## src/rtl/rng_arb_pkg.sv

```systemverilog
// Shared types and sizing helpers for the rng arbiter.
package rng_arb_pkg;

    localparam int unsigned NREQ_DEF = 4;
    localparam int unsigned W_DEF    = 32;
    localparam int unsigned PTR_W    = $clog2(NREQ_DEF);
    localparam int unsigned CNT_W    = 32;

    typedef enum logic [1:0] {
        IDLE   = 2'd0,
        DRAIN  = 2'd1,
        REFILL = 2'd2
    } arb_state_e;

    // Pointer/index width for a given requester count, never zero.
    function automatic int unsigned ptr_width(int unsigned n);
        return (n > 1) ? $clog2(n) : 1;
    endfunction

endpackage

```

## src/rtl/rng_arbiter_if.sv

```systemverilog
// Requester-side and rng-side signals of the arbiter, bundled.
interface rng_arbiter_if
    import rng_arb_pkg::*;
#(
    parameter int unsigned NREQ = 4,
    parameter int unsigned W    = 32
);
    localparam int unsigned PW = ptr_width(NREQ);

    logic [NREQ-1:0]  req;
    logic [NREQ-1:0]  ack;
    logic [W-1:0]     rand_out;
    logic [PW-1:0]    gnt_id;
    logic             rng_start;
    logic             rng_valid;
    logic [W-1:0]     rng_data;
    logic             word_ready;
    logic [CNT_W-1:0] served_cnt;

    modport slave (
        input  req, rng_valid, rng_data,
        output ack, rand_out, gnt_id, rng_start, word_ready, served_cnt
    );

    modport master (
        output req, rng_valid, rng_data,
        input  ack, rand_out, gnt_id, rng_start, word_ready, served_cnt
    );
endinterface

```

## src/rtl/rng_arbiter_rr_picker.sv

```systemverilog
// Combinational round-robin picker: rotate by ptr, take lowest set bit, rotate back.
module rr_picker #(
    parameter int unsigned NREQ = 4,
    parameter int unsigned PW   = 2
) (
    input  logic [NREQ-1:0] req,
    input  logic [PW-1:0]   ptr,
    output logic            any,
    output logic [PW-1:0]   winner,
    output logic [NREQ-1:0] grant
);
    logic [NREQ-1:0] rot;
    logic [PW-1:0]   off;

    function automatic int wrap(int v);
        return (v >= int'(NREQ)) ? v - int'(NREQ) : v;
    endfunction

    always_comb begin
        rot    = '0;
        off    = '0;
        winner = '0;
        grant  = '0;
        any    = |req;
        for (int i = 0; i < int'(NREQ); i++) begin
            rot[i] = req[wrap(int'(ptr) + i)];
        end
        // Scan downward so the lowest set bit is the one left standing.
        for (int i = int'(NREQ) - 1; i >= 0; i--) begin
            if (rot[i]) begin
                off = PW'(i);
            end
        end
        winner = PW'(wrap(int'(off) + int'(ptr)));
        if (any) begin
            grant[winner] = 1'b1;
        end
    end
endmodule

```

## src/rtl/rng_arbiter.sv

```systemverilog
// Hands each rng word to exactly one requester, round-robin, and requests the next word.
module rng_arbiter
    import rng_arb_pkg::*;
#(
    parameter int unsigned NREQ = 4,
    parameter int unsigned W    = 32
) (
    input  logic         clk,
    input  logic         rst,
    rng_arbiter_if.slave bus
);
    localparam int unsigned PW = ptr_width(NREQ);

    arb_state_e       state_q, state_d;
    logic [NREQ-1:0]  ack_q, ack_d;
    logic [W-1:0]     rand_q, rand_d;
    logic [PW-1:0]    gnt_q, gnt_d;
    logic [PW-1:0]    ptr_q, ptr_d;
    logic             start_q, start_d;
    logic [CNT_W-1:0] cnt_q, cnt_d;

    logic             pick_any;
    logic [PW-1:0]    pick_idx;
    logic [NREQ-1:0]  pick_gnt;

    rr_picker #(.NREQ(NREQ), .PW(PW)) u_pick (
        .req    (bus.req),
        .ptr    (ptr_q),
        .any    (pick_any),
        .winner (pick_idx),
        .grant  (pick_gnt)
    );

    // Grant only from IDLE; DRAIN/REFILL ensure the next grant uses a fresh word.
    always_comb begin
        state_d = state_q;
        ack_d   = '0;
        start_d = 1'b0;
        rand_d  = rand_q;
        gnt_d   = gnt_q;
        ptr_d   = ptr_q;
        cnt_d   = cnt_q;
        unique case (state_q)
            IDLE: begin
                if (bus.rng_valid && pick_any) begin
                    ack_d   = pick_gnt;
                    rand_d  = bus.rng_data;
                    gnt_d   = pick_idx;
                    start_d = 1'b1;
                    cnt_d   = cnt_q + CNT_W'(1);
                    ptr_d   = (pick_idx == PW'(NREQ - 1)) ? '0 : pick_idx + PW'(1);
                    state_d = DRAIN;
                end
            end
            DRAIN: begin
                if (!bus.rng_valid) begin
                    state_d = REFILL;
                end
            end
            REFILL: begin
                if (bus.rng_valid) begin
                    state_d = IDLE;
                end
            end
            default: state_d = IDLE;
        endcase
    end

    always_ff @(posedge clk or posedge rst) begin
        if (rst) begin
            state_q <= IDLE;
            ack_q   <= '0;
            rand_q  <= '0;
            gnt_q   <= '0;
            ptr_q   <= '0;
            start_q <= 1'b0;
            cnt_q   <= '0;
        end else begin
            state_q <= state_d;
            ack_q   <= ack_d;
            rand_q  <= rand_d;
            gnt_q   <= gnt_d;
            ptr_q   <= ptr_d;
            start_q <= start_d;
            cnt_q   <= cnt_d;
        end
    end

    assign bus.ack        = ack_q;
    assign bus.rand_out   = rand_q;
    assign bus.gnt_id     = gnt_q;
    assign bus.rng_start  = start_q;
    assign bus.served_cnt = cnt_q;
    assign bus.word_ready = (state_q == IDLE) && bus.rng_valid;
endmodule

```

## src/flat_wrapper.sv

```systemverilog
// flat-port wrapper written by rule: the top's interface ports become plain ports
module rng_arbiter_flat import rng_arb_pkg::*;
#(
    parameter int unsigned NREQ = 4,
    parameter int unsigned W    = 32
)
  (clk, rst, bus_req, bus_rng_valid, bus_rng_data, bus_ack, bus_rand_out, bus_gnt_id, bus_rng_start, bus_word_ready, bus_served_cnt);
  rng_arbiter_if #(.NREQ(NREQ), .W(W)) bus_i ();
  input  logic clk;
  input  logic rst;
  input wire logic [$bits(bus_i.req)-1:0] bus_req;
  input wire logic [$bits(bus_i.rng_valid)-1:0] bus_rng_valid;
  input wire logic [$bits(bus_i.rng_data)-1:0] bus_rng_data;
  output wire logic [$bits(bus_i.ack)-1:0] bus_ack;
  output wire logic [$bits(bus_i.rand_out)-1:0] bus_rand_out;
  output wire logic [$bits(bus_i.gnt_id)-1:0] bus_gnt_id;
  output wire logic [$bits(bus_i.rng_start)-1:0] bus_rng_start;
  output wire logic [$bits(bus_i.word_ready)-1:0] bus_word_ready;
  output wire logic [$bits(bus_i.served_cnt)-1:0] bus_served_cnt;
  assign bus_i.req = bus_req;
  assign bus_i.rng_valid = bus_rng_valid;
  assign bus_i.rng_data = bus_rng_data;
  assign bus_ack = bus_i.ack;
  assign bus_rand_out = bus_i.rand_out;
  assign bus_gnt_id = bus_i.gnt_id;
  assign bus_rng_start = bus_i.rng_start;
  assign bus_word_ready = bus_i.word_ready;
  assign bus_served_cnt = bus_i.served_cnt;
  rng_arbiter #(.NREQ(NREQ), .W(W)) u_core (.clk(clk), .rst(rst), .bus(bus_i));
endmodule
```

## config.mk

```make
export PLATFORM = sky130hd
export DESIGN_NAME = rng_arbiter_flat
export DESIGN_NICKNAME = d
export VERILOG_FILES = /design/src/rtl/rng_arb_pkg.sv /design/src/rtl/rng_arbiter_if.sv /design/src/rtl/rng_arbiter_rr_picker.sv /design/src/rtl/rng_arbiter.sv /design/src/flat_wrapper.sv
export SDC_FILE = /design/constraint.sdc
export NUM_CORES = 1
export LEC_CHECK = 0
export ABC_AREA = 1
export CORE_UTILIZATION = 30
export DETAILED_ROUTE_END_ITERATION = 7
export PLACE_DENSITY = 0.63
export SLEW_MARGIN = 20
export SYNTH_ARGS = -nofsm -noshare
export SYNTH_HDL_FRONTEND = slang
export SYNTH_SLANG_ARGS = --single-unit
```

## constraint.sdc

```tcl
create_clock -name clk -period 4.5 [get_ports clk]
set_input_delay 0.9 -clock clk [delete_from_list [all_inputs] [get_ports clk]]
set_output_delay 0.9 -clock clk [all_outputs]
set_load 0.01 [all_outputs]
```

# Word level (Yosys, flattened, before mapping)
# Cells that the tools add are included.
# word_totals
output_inout_bits,72
in_bits,39
register_bits,75
# classes
reduce_logical,7
muxes,33
eq_ne,6
add_sub_neg,11
n_lt_le_gt_ge,11
# op_table
operator,n
$lt 32x4->1 const B,4
$mux 32,4
$add 32x1->32 const B,1
$mux 2,9
$ge 3x3->1 const B,4
$mux 4,3
$sub 3x3->4 const B,3
$mux 1,11
$bmux 1 s2,4
$add 2x2->3 const B,2
$pmux 2 s3,1
$eq 2x2->1 const B,2
$ne 2x2->1 const B,2
$reduce_or 4->1,1
$sub 2x3->4 const B,1
$add 2x1->3 const B,1
$add 2x2->3,1
$ge 2x3->1 const B,1
$logic_and 1x1->1,3
$lt 2x3->1 const B,1
$reduce_and 3->1,1
$add 2x1->2 const B,1
$demux 1 s2,1
$eq 2x1->1 const B,1
5 further kinds,5

# Longest topological paths before layout
# logic_depth
depth_word,20
ltp_mapped,16

# Cells and area by module
# Synthesis repeated with hierarchy kept, for this count alone.
# unflattened
cells_unflattened,508
hier_area_um2,3882.5
# modules_own_cells
module,cells_per_inst,n_inst,seq_area_each_um2,area_per_inst_um2
rng_arbiter,446,1,1876.8,3562.2
rr_picker,62,1,0.0,320.3

# Worst setup path after synthesis
# No wires, ideal clock.
# synth_path
path_kind,in2reg
start,in bus_req[1]
end,reg u_core.ptr_q[1]
arrival_ns,2.274
path_stages,15
setup_slack_ns,2.103
setup_ns,0.123
path_cell_list,inv_1 nand2_1 nand2_1 nand2_1 nand2_1 a31oi_1 nor2_1 ha_1 xor2_1 inv_1 nand3_1 nand2_1 ha_1 nand2_1 o21ai_1
# synth_via
elab_chain_len,12
word_cells_on_any_way,26
# synth_rtl
element,line_no,text
"start, declared",flat_wrapper.sv:11,input wire logic [$bits(bus_i.req)-1:0] bus_req;
$bmux 1 s2,rng_arbiter_rr_picker.sv:26,rot[i] = req[wrap(int'(ptr) + i)];
$mux 1 (not written as such) (2 in a row),rng_arbiter_rr_picker.sv:26,
$mux 2 (4 in a row),rng_arbiter_rr_picker.sv:30,if (rot[i]) begin
$add 2x2->3,rng_arbiter_rr_picker.sv:34,winner = PW'(wrap(int'(off) + int'(ptr)));
$ge 3x3->1 or $sub 2x1->2 (tied branches),rng_arbiter_rr_picker.sv:16,return (v >= int'(NREQ)) ? v - int'(NREQ) : v;
$mux 2,rng_arbiter_rr_picker.sv:16,
$add 2x1->2 or $eq 2x2->1 (tied branches),rng_arbiter.sv:51,ptr_d = (pick_idx == PW'(NREQ - 1)) ? '0 : pick_idx + PW'(1);
$mux 2,rng_arbiter.sv:51,
"end signal, assigned",rng_arbiter.sv:83,ptr_q <= ptr_d;
"end, declared",rng_arbiter.sv:18,"logic [PW-1:0] ptr_q, ptr_d;"
# Parallel ways exist; a longest one is shown, timed or not. The select of a mux whose other input is x is not followed.
# A chain may end at the register's enable or synchronous reset.

# Worst setup path after layout
# layout_path
start,in bus_rng_valid
end,out bus_word_ready
# layout_via
elab_chain_len,1
# layout_rtl
element,line_no,text
"start, declared",flat_wrapper.sv:12,input wire logic [$bits(bus_i.rng_valid)-1:0] bus_rng_valid;
$logic_and 1x1->1,rng_arbiter.sv:94,assign bus.word_ready = (state_q == IDLE) && bus.rng_valid;
"end, declared",flat_wrapper.sv:18,output wire logic [$bits(bus_i.word_ready)-1:0] bus_word_ready;
# No other way between the ends.

==> impl_results.html <==
<table>
<tr><th>Metric</th><th>Value</th></tr>
<tr><th colspan="2">Finish</th></tr>
<tr><td>Cell area after layout</td><td>5420 sq um</td></tr>
<tr><td>Most common library cell in the layout ignoring fill and taps</td><td>sky130_fd_sc_hd__nand2_1</td></tr>
<tr><td>Number of antenna repair diodes</td><td>0</td></tr>
<tr><td>Leading cell types in the layout, fill and taps excluded</td><td>sky130_fd_sc_hd__nand2_1 (268), sky130_fd_sc_hd__clkdlybuf4s50_1 (110), sky130_fd_sc_hd__dfrtp_1 (75)</td></tr>
<tr><td>Count of nets after finishing</td><td>671</td></tr>
<tr><td>Post-synthesis to final-layout area growth</td><td>41.1%</td></tr>
<tr><td>Share of layout cells above drive strength 1</td><td>4.74%</td></tr>
<tr><th colspan="2">Critical path</th></tr>
<tr><td>Dominant delay contributor by cell family on the critical path</td><td>buffers and inverters</td></tr>
<tr><td>Capturing element of the worst setup path</td><td>bus_word_ready</td></tr>
<tr><td>Launching instance or port of the critical path</td><td>bus_rng_valid</td></tr>
<tr><td>Worst-path cell with the longest stage delay</td><td>sky130_fd_sc_hd__clkdlybuf4s50_1</td></tr>
<tr><td>Cell count of the worst reg-to-reg path</td><td>15</td></tr>
<tr><td>Worst setup EP type</td><td>primary output</td></tr>
<tr><td>Reg2Reg Capture Point</td><td>u_core.ptr_q[1]</td></tr>
<tr><td>Total number of cells along the worst setup path</td><td>4</td></tr>
<tr><td>Total buffers and inverters traversed by the critical path</td><td>3</td></tr>
<tr><td>Startpoint-to-endpoint class of the critical path</td><td>in2out</td></tr>
<tr><td>Cell-by-cell trace of the critical path</td><td>clkdlybuf4s50_1, inv_1, nor2_4, clkdlybuf4s50_1</td></tr>
<tr><td>Setup crit start kind</td><td>primary input</td></tr>
<tr><td>Delay of the slowest critical-path stage</td><td>0.55 ns</td></tr>
<tr><td>Cell with the most instances on the worst path</td><td>sky130_fd_sc_hd__clkdlybuf4s50_1</td></tr>
<tr><td>Minimum setup slack among reg-to-reg paths</td><td>2.14 ns</td></tr>
<tr><td>Data arrival at the endpoint of the critical path</td><td>2.12 ns</td></tr>
<tr><td>Reg-to-reg critical path startpoint</td><td>u_core.ptr_q[0]</td></tr>
<tr><td>Required time of the worst setup path</td><td>3.60 ns</td></tr>
<tr><td>Maximum fanout along the worst path</td><td>3</td></tr>
<tr><th colspan="2">Min path</th></tr>
<tr><td>Path class of the lowest-slack min-delay path</td><td>reg2reg</td></tr>
<tr><th colspan="2">Floorplanning</th></tr>
<tr><td>Cell Rows</td><td>40</td></tr>
<tr><td>Starting utilization of the core area</td><td>31.3%</td></tr>
<tr><td>Die width</td><td>115 um</td></tr>
<tr><td>Area of the die</td><td>13300 sq um</td></tr>
<tr><td>Die Ht</td><td>115 um</td></tr>
<tr><td>Area of the core</td><td>12300 sq um</td></tr>
<tr><td>Number of top-level design ports</td><td>111</td></tr>
<tr><th colspan="2">GRT</th></tr>
<tr><td>Number of antenna violations at the first check in global routing</td><td>0</td></tr>
<tr><td>Wire length of the first global-routing pass</td><td>16000 um</td></tr>
<tr><td>Total global routing overflow</td><td>0</td></tr>
<tr><td>Maximum number of pins on one net before global-route repair</td><td>55</td></tr>
<tr><td>Aggregate global-route resource usage</td><td>15.5%</td></tr>
<tr><td>Number of global-route vias before repair</td><td>3391</td></tr>
<tr><th colspan="2">Clocking</th></tr>
<tr><td>Clk Tree Root Cell</td><td>sky130_fd_sc_hd__clkbuf_16</td></tr>
<tr><td>Cts repair resizes</td><td>0</td></tr>
<tr><td>CTS Buffer Depth</td><td>2</td></tr>
<tr><td>Clock tree from TritonCTS</td><td>done</td></tr>
<tr><td>Post CTS Setup Buffer Count</td><td>0</td></tr>
<tr><td>Count of H-tree levels built during CTS</td><td>3</td></tr>
<tr><td>TritonCTS Buffers</td><td>9</td></tr>
<tr><td>Clk sinks</td><td>75</td></tr>
<tr><td>Number of buffers added to fix hold violations after cts</td><td>0</td></tr>
<tr><td>Clock slew at the register clock pins of the worst setup and hold paths</td><td>0.06 ns</td></tr>
<tr><td>Skew-Pair Late Insertion Delay</td><td>0.33 ns</td></tr>
<tr><th colspan="2">Route</th></tr>
<tr><td>Antenna violation net count after detailed routing</td><td>0</td></tr>
<tr><td>Routed via count divided by cell count</td><td>4.36</td></tr>
<tr><td>Detailed-route via count</td><td>3490</td></tr>
<tr><td>Number of design rule violations left after detail routing</td><td>0</td></tr>
<tr><td>First-pass iteration count of the detailed router</td><td>4</td></tr>
<tr><td>WL final</td><td>9630 um</td></tr>
<tr><td>Mean routed wirelength per cell</td><td>12.0 um</td></tr>
<tr><td>Iter 0 DRT Violations</td><td>247</td></tr>
<tr><th colspan="2">STA</th></tr>
<tr><td>Crit path time final</td><td>3.02 ns</td></tr>
<tr><td>Upper clock frequency limit</td><td>331 MHz</td></tr>
<tr><td>RSZ-0062 raised after global routing</td><td>no</td></tr>
<tr><td>Final Hold Violating Endpoints</td><td>0</td></tr>
<tr><td>Relative slew margins</td><td>57.8%</td></tr>
<tr><td>Worst setup skew after layout</td><td>0.00779 ns</td></tr>
<tr><td>Setup violators final</td><td>0</td></tr>
<tr><td>Setup TNS after final layout</td><td>0 ns</td></tr>
<tr><td>Final period utilization</td><td>67.1%</td></tr>
<tr><td>Max Transition Viols Final</td><td>0</td></tr>
<tr><td>Slew at the pin closest to its max-slew limit</td><td>0.632 ns</td></tr>
<tr><th colspan="2">Power</th></tr>
<tr><td>Overall power consumption</td><td>2.59 mW</td></tr>
<tr><td>Power density relative to cell area</td><td>478 nW/um^2</td></tr>
<tr><td>Worst vdd ir</td><td>0.185 mV</td></tr>
<tr><td>Leakage power</td><td>2.54 nW</td></tr>
<tr><th colspan="2">Yosys</th></tr>
<tr><td>Number of different library cells in the post-synthesis netlist</td><td>27</td></tr>
<tr><td>Sequential share of the synthesized area</td><td>48.9%</td></tr>
<tr><td>Cell count after synthesis</td><td>516</td></tr>
<tr><td>Synthesized area per cell</td><td>7.44 sq um</td></tr>
<tr><td>Synth Net Count</td><td>559</td></tr>
<tr><td>Count of warnings emitted by yosys</td><td>0</td></tr>
<tr><td>Post-synthesis register bit count</td><td>75</td></tr>
<tr><td>Post-synthesis cell area</td><td>3840 sq um</td></tr>
<tr><th colspan="2">Placed design</th></tr>
<tr><td>Quantity of I/O buffers inserted on ports</td><td>110</td></tr>
<tr><td>Final RePlAce weighted congestion</td><td>0.856</td></tr>
<tr><td>Placed wire-length estimate</td><td>7140 um</td></tr>
<tr><td>Placed cell areas</td><td>5070 sq um</td></tr>
<tr><th colspan="2">Job</th></tr>
<tr><td>Max capacitance violation total</td><td>0</td></tr>
<tr><th colspan="2">Run status</th></tr>
<tr><td>Status</td><td>complete, no violations</td></tr>
</table>
[where the power goes]
| part | internal (mW) | switching (mW) |
|---|---|---|
| logic | 0.400 | 0.425 |
| registers | 0.810 | 0.126 |
| clock network | 0.543 | 0.284 |
[final cells by class]
cell class                 instances  area, sq um
sequential                        75         1880
tap                              168          210
clock inverter                     6          114
clock buffer                      10          229
fill                            1239         6850
multi-input combinational        393         1730
timing repair buffer             113         1120
inverter                          36          135
[synth_stat cells]
| library cell | n | share of area [%] |
|---|---|---|
| sky130_fd_sc_hd__a31oi_1 | 1 | 0.16 |
| sky130_fd_sc_hd__and3_1 | 1 | 0.16 |
| sky130_fd_sc_hd__buf_2 | 1 | 0.13 |
| sky130_fd_sc_hd__buf_6 | 7 | 2.1 |
| sky130_fd_sc_hd__clkbuf_1 | 4 | 0.39 |
| sky130_fd_sc_hd__dfrtp_1 | 75 | 49 |
| sky130_fd_sc_hd__ha_1 | 4 | 1.3 |
| sky130_fd_sc_hd__inv_1 | 34 | 3.3 |
| sky130_fd_sc_hd__inv_2 | 2 | 0.20 |
| sky130_fd_sc_hd__nand2_1 | 268 | 26 |
| sky130_fd_sc_hd__nand2_2 | 1 | 0.16 |
| sky130_fd_sc_hd__nand2_4 | 1 | 0.29 |
| sky130_fd_sc_hd__nand3_1 | 16 | 2.1 |
| sky130_fd_sc_hd__nand3b_1 | 7 | 1.4 |
| sky130_fd_sc_hd__nand4_1 | 5 | 0.81 |
| sky130_fd_sc_hd__nor2_1 | 55 | 5.4 |
| sky130_fd_sc_hd__nor2_2 | 1 | 0.16 |
| sky130_fd_sc_hd__nor2_4 | 4 | 1.2 |
| sky130_fd_sc_hd__nor3_1 | 2 | 0.26 |
| sky130_fd_sc_hd__nor3_2 | 2 | 0.52 |
| sky130_fd_sc_hd__o21a_1 | 1 | 0.20 |
| sky130_fd_sc_hd__o21ai_0 | 2 | 0.26 |
| sky130_fd_sc_hd__o21ai_1 | 4 | 0.52 |
| sky130_fd_sc_hd__o22ai_1 | 1 | 0.16 |
| sky130_fd_sc_hd__or2_1 | 1 | 0.16 |
| sky130_fd_sc_hd__xnor2_1 | 4 | 0.91 |
| sky130_fd_sc_hd__xor2_1 | 12 | 2.7 |
[worst min path at each step]
stage / cells after the start / to / startpoint
floorplan: 1 / u_core.state_q[0] / u_core.state_q[1]
CTS: 1 / u_core.state_q[0] / u_core.state_q[1]
finish: 1 / u_core.state_q[0] / u_core.state_q[1]
detailed placement: 1 / u_core.state_q[0] / u_core.state_q[1]
global placement: 1 / u_core.state_q[0] / u_core.state_q[1]
global route: 1 / u_core.state_q[0] / u_core.state_q[1]
[registers in the layout, indices dropped and copies added, names as in the netlist]
name,flops
u_core.ptr_q,2
u_core.bus.served_cnt,32
u_core.bus.rand_out,32
u_core.bus.gnt_id,2
u_core.state_q,2
u_core.bus.ack,4
u_core.bus.rng_start,1
[per-layer routing]
layer / track usage [%] / up-vias / part of all wire (%)
met2: 24.6 / 99 / 46
met5: 0 / - / 0
li1: - / 1795 / -
met4: 5.80 / 0 / 1.4
met1: 20.8 / 1586 / 47
met3: 3.22 / 10 / 5.8
[stage by stage]
| stage | worst slack (ns) | instances | hold WS [ns] | util, % |
|---|---|---|---|---|
| after floorplan | 1.69 | 516 | 0.422 | - |
| after global placement | 1.30 | 785 | 0.437 | 41.4 |
| after detailed placement | 1.29 | 785 | 0.455 | 41.4 |
| after CTS | 1.47 | 801 | 0.460 | 44.2 |
| after global routing | 1.42 | 801 | 0.505 | 44.2 |
| final | 1.48 | 801 | 0.457 | 44.2 |
[cells by family after synthesis]
kind of cell	after synthesis	synth area share (%)
and+or+nand+nor	364	38.8
DFF	75	48.9
AOI/OAI and AO/OA	9	1.30
buffers and inverters	48	6.10
xor gates and xnor gates	16	3.65
adders and majority gates	4	1.30
(Power assumes the default switching activity.)
